### src/rtl/dlatch_drive_sequencer.sv
// Conditions an asynchronous data input and drives a gated D latch through a
// timed setup / open / hold window so D is stable while the gate is transparent.
`timescale 1ns/1ps
module dlatch_drive_sequencer #(
    parameter int unsigned SYNC_STAGES = 2,
    parameter int unsigned DEB_CYC     = 4,
    parameter int unsigned SETUP_CYC   = 2,
    parameter int unsigned OPEN_CYC    = 3,
    parameter int unsigned HOLD_CYC    = 2,
    parameter int unsigned CNT_W       = 8
) (
    input  logic clk,
    input  logic rst_n,
    input  logic raw_d,
    input  logic cap_req,
    input  logic ovr_clr,
    output logic deb_d,
    output logic latch_d,
    output logic latch_en,
    output logic busy,
    output logic done,
    output logic req_overrun
);

    localparam logic [CNT_W-1:0] DEB_LAST   = CNT_W'(DEB_CYC - 1);
    localparam logic [CNT_W-1:0] SETUP_LAST = CNT_W'(SETUP_CYC - 1);
    localparam logic [CNT_W-1:0] OPEN_LAST  = CNT_W'(OPEN_CYC - 1);
    localparam logic [CNT_W-1:0] HOLD_LAST  = CNT_W'(HOLD_CYC - 1);

    typedef enum logic [1:0] {
        IDLE  = 2'd0,
        SETUP = 2'd1,
        OPEN  = 2'd2,
        HOLD  = 2'd3
    } state_t;

    state_t                 state;
    logic [SYNC_STAGES-1:0] sync_q;
    logic                   s_d;
    logic [CNT_W-1:0]       deb_cnt;
    logic [CNT_W-1:0]       ph_cnt;

    assign s_d = sync_q[SYNC_STAGES-1];

    // Metastability synchroniser for the asynchronous source
    always_ff @(posedge clk or negedge rst_n) begin
        if (!rst_n) begin
            sync_q <= '0;
        end else begin
            sync_q <= {sync_q[SYNC_STAGES-2:0], raw_d};
        end
    end

    // deb_d follows s_d only after DEB_CYC consecutive differing samples
    always_ff @(posedge clk or negedge rst_n) begin
        if (!rst_n) begin
            deb_d   <= 1'b0;
            deb_cnt <= '0;
        end else if (s_d == deb_d) begin
            deb_cnt <= '0;
        end else if (deb_cnt == DEB_LAST) begin
            deb_d   <= s_d;
            deb_cnt <= '0;
        end else begin
            deb_cnt <= deb_cnt + CNT_W'(1);
        end
    end

    // Window sequencer; latch_d only moves on IDLE->SETUP, latch_en only on
    // SETUP->OPEN and OPEN->HOLD, so the two never change on the same edge
    always_ff @(posedge clk or negedge rst_n) begin
        if (!rst_n) begin
            state       <= IDLE;
            ph_cnt      <= '0;
            latch_d     <= 1'b0;
            latch_en    <= 1'b0;
            busy        <= 1'b0;
            done        <= 1'b0;
            req_overrun <= 1'b0;
        end else begin
            done <= 1'b0;
            if (busy && cap_req) begin
                req_overrun <= 1'b1;
            end else if (ovr_clr) begin
                req_overrun <= 1'b0;
            end

            case (state)
                IDLE: begin
                    if (cap_req) begin
                        latch_d <= deb_d;
                        ph_cnt  <= '0;
                        busy    <= 1'b1;
                        state   <= SETUP;
                    end
                end
                SETUP: begin
                    if (ph_cnt == SETUP_LAST) begin
                        latch_en <= 1'b1;
                        ph_cnt   <= '0;
                        state    <= OPEN;
                    end else begin
                        ph_cnt <= ph_cnt + CNT_W'(1);
                    end
                end
                OPEN: begin
                    if (ph_cnt == OPEN_LAST) begin
                        latch_en <= 1'b0;
                        ph_cnt   <= '0;
                        state    <= HOLD;
                    end else begin
                        ph_cnt <= ph_cnt + CNT_W'(1);
                    end
                end
                HOLD: begin
                    if (ph_cnt == HOLD_LAST) begin
                        ph_cnt <= '0;
                        busy   <= 1'b0;
                        done   <= 1'b1;
                        state  <= IDLE;
                    end else begin
                        ph_cnt <= ph_cnt + CNT_W'(1);
                    end
                end
                default: begin
                    state <= IDLE;
                end
            endcase
        end
    end

endmodule
### config.mk
export PLATFORM = sky130hd
export DESIGN_NAME = dlatch_drive_sequencer
export DESIGN_NICKNAME = d
export VERILOG_FILES = /design/src/rtl/dlatch_drive_sequencer.sv
export SDC_FILE = /design/constraint.sdc
export NUM_CORES = 1
export LEC_CHECK = 0
export BUFFER_PORTS_ARGS = -buffer_cell sky130_fd_sc_hd__clkbuf_2
export CAP_MARGIN = 20
export CORE_MARGIN = 3
export CORE_UTILIZATION = 55
export CTS_BUF_LIST = sky130_fd_sc_hd__clkbuf_4
export CTS_CLUSTER_SIZE = 12
export DETAILED_ROUTE_END_ITERATION = 8
export MAX_ROUTING_LAYER = met4
export PLACE_DENSITY = 0.8
export SLEW_MARGIN = 20
export SYNTH_ARGS = -nofsm -noshare
export SYNTH_HDL_FRONTEND = slang
export SYNTH_SLANG_ARGS = --single-unit
### constraint.sdc
create_clock -name clk -period 1.6 [get_ports clk]
set_input_delay 0.48 -clock clk [delete_from_list [all_inputs] [get_ports clk]]
set_output_delay 0.48 -clock clk [all_outputs]
set_load 0.05 [all_outputs]
==> results.tsv <==
metric	value	unit
minimum clock period	1.69	ns
Slew @ Worst Pin	0.637	ns
crit path launch type	register	
DRT Pass-1 Iters	4	
pre-CTS setup slack	-0.155	ns
Yosys reg bits	26	
Leak	0.000828	uW
grt ovf	0	
CTS tree	built	
placed cells	191	
main flop type after synthesis	dfrtp_1	
placer's final routability congestion estimate	0.850	
Final period util	106	%
f_max	0.592	GHz
die area	3140	um^2
area leader, netlist	dfrtp_1	
Synth-to-Final Area Change	27.8	%
Tot GR Track Use	21.0	%
width of the die	56.0	um
mapped cell area	1380	um^2
CP Data Arrival Time	1.90	ns
Power Density	700	nW/um^2
kind of critical path	register to register	
clk_lat worst skew	0.30	ns
Clock Skew	0.00426	ns
worst-path maximum fanout	4	
non-filler instance count after layout	201	
Synth async-reset ratio	100	%
Synth top cells by count	26 x dfrtp_1, 17 x nand2_1, 12 x nor2_1	
antenna-violating nets left	0	
TNS Setup	-0.677	ns
IO Count	11	
core area	2300	um^2
number of synthesized flops with an enable pin	0	
Reg clk slew, reported paths	0.13	ns
number of synthesis warnings	0	
Worst EP required	1.81	ns
drt total wl	3100	um
relative slew slack	57.5	%
nets	189	
H-tree depth	1	
final setup fails	11	
Slew Viols, Final	0	
vias in the first global route	1214	
crit path from	ph_cnt[4]	
final hold slack	0.166	ns
failing checks	negative setup slack	
CTS max path bufs	2	
DRC	0	
Sink Count	26	
first-pass GRT wire length	5200	um
routed vias/inst	5.60	
top cell type's share of synthesized area	47.2	%
R2R Setup Slk	-0.09	ns
initial drt markers	70	
total CTS buffers	3	
Hold Fails Final Rpt	0	
Routed WL per cell	15.4	um
vias	1126	
row count	17	
crit end category	register	
PortBufs	10	
diode count	0	
fill cell count	163	
synthesized instance count	134	
HP Class	input port to asynchronous set/reset pin	
Clk Tree Root Cell	clkbuf_4	
setup ws final	-0.0900	ns
RSZ-0062 raised after global routing	true	
largest net degree at the start of global routing	27	
initial cell density of the core	60.0	%
Seq/Total Area, Yosys	47.2	%
Netlist cell types	30	
Mean Syn Cell Area	10.3	um^2
fraction of layout cells with a size suffix above 1	34.7	%
Mapped Nets	148	
Post-CTS Hold Buffers	0	
initial antenna violation count	0	
most common cell in the netlist	dfrtp_1	
status	finished, violations left	
RR Startpoint	ph_cnt[4]	
Die H	56.0	um
worst IR drop on VDD	0.000716	V
synth top area cells	dfrtp_1 47%, ha_1 8.2%, nand2_1 4.6%	
hpwl dp	2160	um
Max Cap Viol	0	
Final Power	1230	uW
cells by family after synthesis:
kind of cell / count (synthesis) / synth area share (%)
compound gates: 22 / 13.5
xor+xnor: 7 / 4.45
fa+ha+maj: 9 / 8.17
buf+inv: 13 / 3.54
flops: 26 / 47.2
mux: 6 / 4.63
simple gates: 51 / 18.4
critical path, cell delays in order (launching register included):
cell and delay (ns):
dfrtp_1 0.43, nor4_4 0.34, buf_4 0.18, a31oi_4 0.10
a211oi_2 0.22, mux2_4 0.32
layout make-up:
class	count	area, um^2	share of cell area [%]
multi-input cells	95	739	42.0
flip-flops and latches	26	651	37.0
repair buffers	38	272	15.4
inverters	11	41.3	2.35
well taps	28	35.0	1.99
clock buffers	3	22.5	1.28
report_power, final:
group / internal [uW] / total [uW] / switching (uW)
Sequential: 700 / 751 / 51.6
Clock: 87.8 / 263 / 175
Combinational: 69.9 / 218 / 148
stage by stage:
step           instance area, um^2  utilization, %
6_report                      1760            76.6
3_3_place_gp                  1620            70.4
3_5_place_dp                  1620            70.4
4_1_cts                       1730            75.3
5_1_grt                       1760            76.6
2_1_floorplan                 1380               -
layer usage:
layer / GRT usage [%] / vias to the layer above / share of wire, %
met2: 39.1 / 29 / 53
met3: 3.48 / 4 / 3.9
li1: - / 546 / -
met5: - / - / 0
met1: 23.6 / 547 / 42
met4: 4.07 / 0 / 0.77
cell usage in the layout, fill, tap and decap left out, types with 5 or more instances in the layout:
| master | netlist | layout |
|---|---|---|
| buf_4 | 0 | 25 |
| clkbuf_2 | 0 | 10 |
| dfrtp_1 | 26 | 26 |
| ha_1 | 9 | 8 |
| inv_1 | 11 | 11 |
| nand2_1 | 17 | 16 |
| nand3_1 | 8 | 8 |
| nor2_1 | 12 | 11 |
| o211ai_1 | 5 | 5 |
| xor2_1 | 6 | 6 |
state kept, by name, summed over array words and instances (netlist names):
| signal | count |
|---|---|
| state | 2 |
| done | 1 |
| latch_en | 1 |
| latch_d | 1 |
| req_overrun | 1 |
| deb_d | 1 |
| sync_q | 2 |
| deb_cnt | 8 |
| ph_cnt | 8 |
| busy | 1 |
worst paths after layout:
path	to	cells after the start
worst max-delay path	latch_en	5
min in group clk	sync_q[0]	1
worst max register to register	latch_en	5
worst min-delay path	done	1
worst min register to register	sync_q[1]	0
max in group asynchronous	sync_q[1]	1
repair_timing:
action,in CTS,in global routing
setup endpoints to repair,11,19
buffers inserted,6,1
resized for setup,14,4
cloned,0,0
pin swaps,5,1
(Power assumes the default switching activity.)
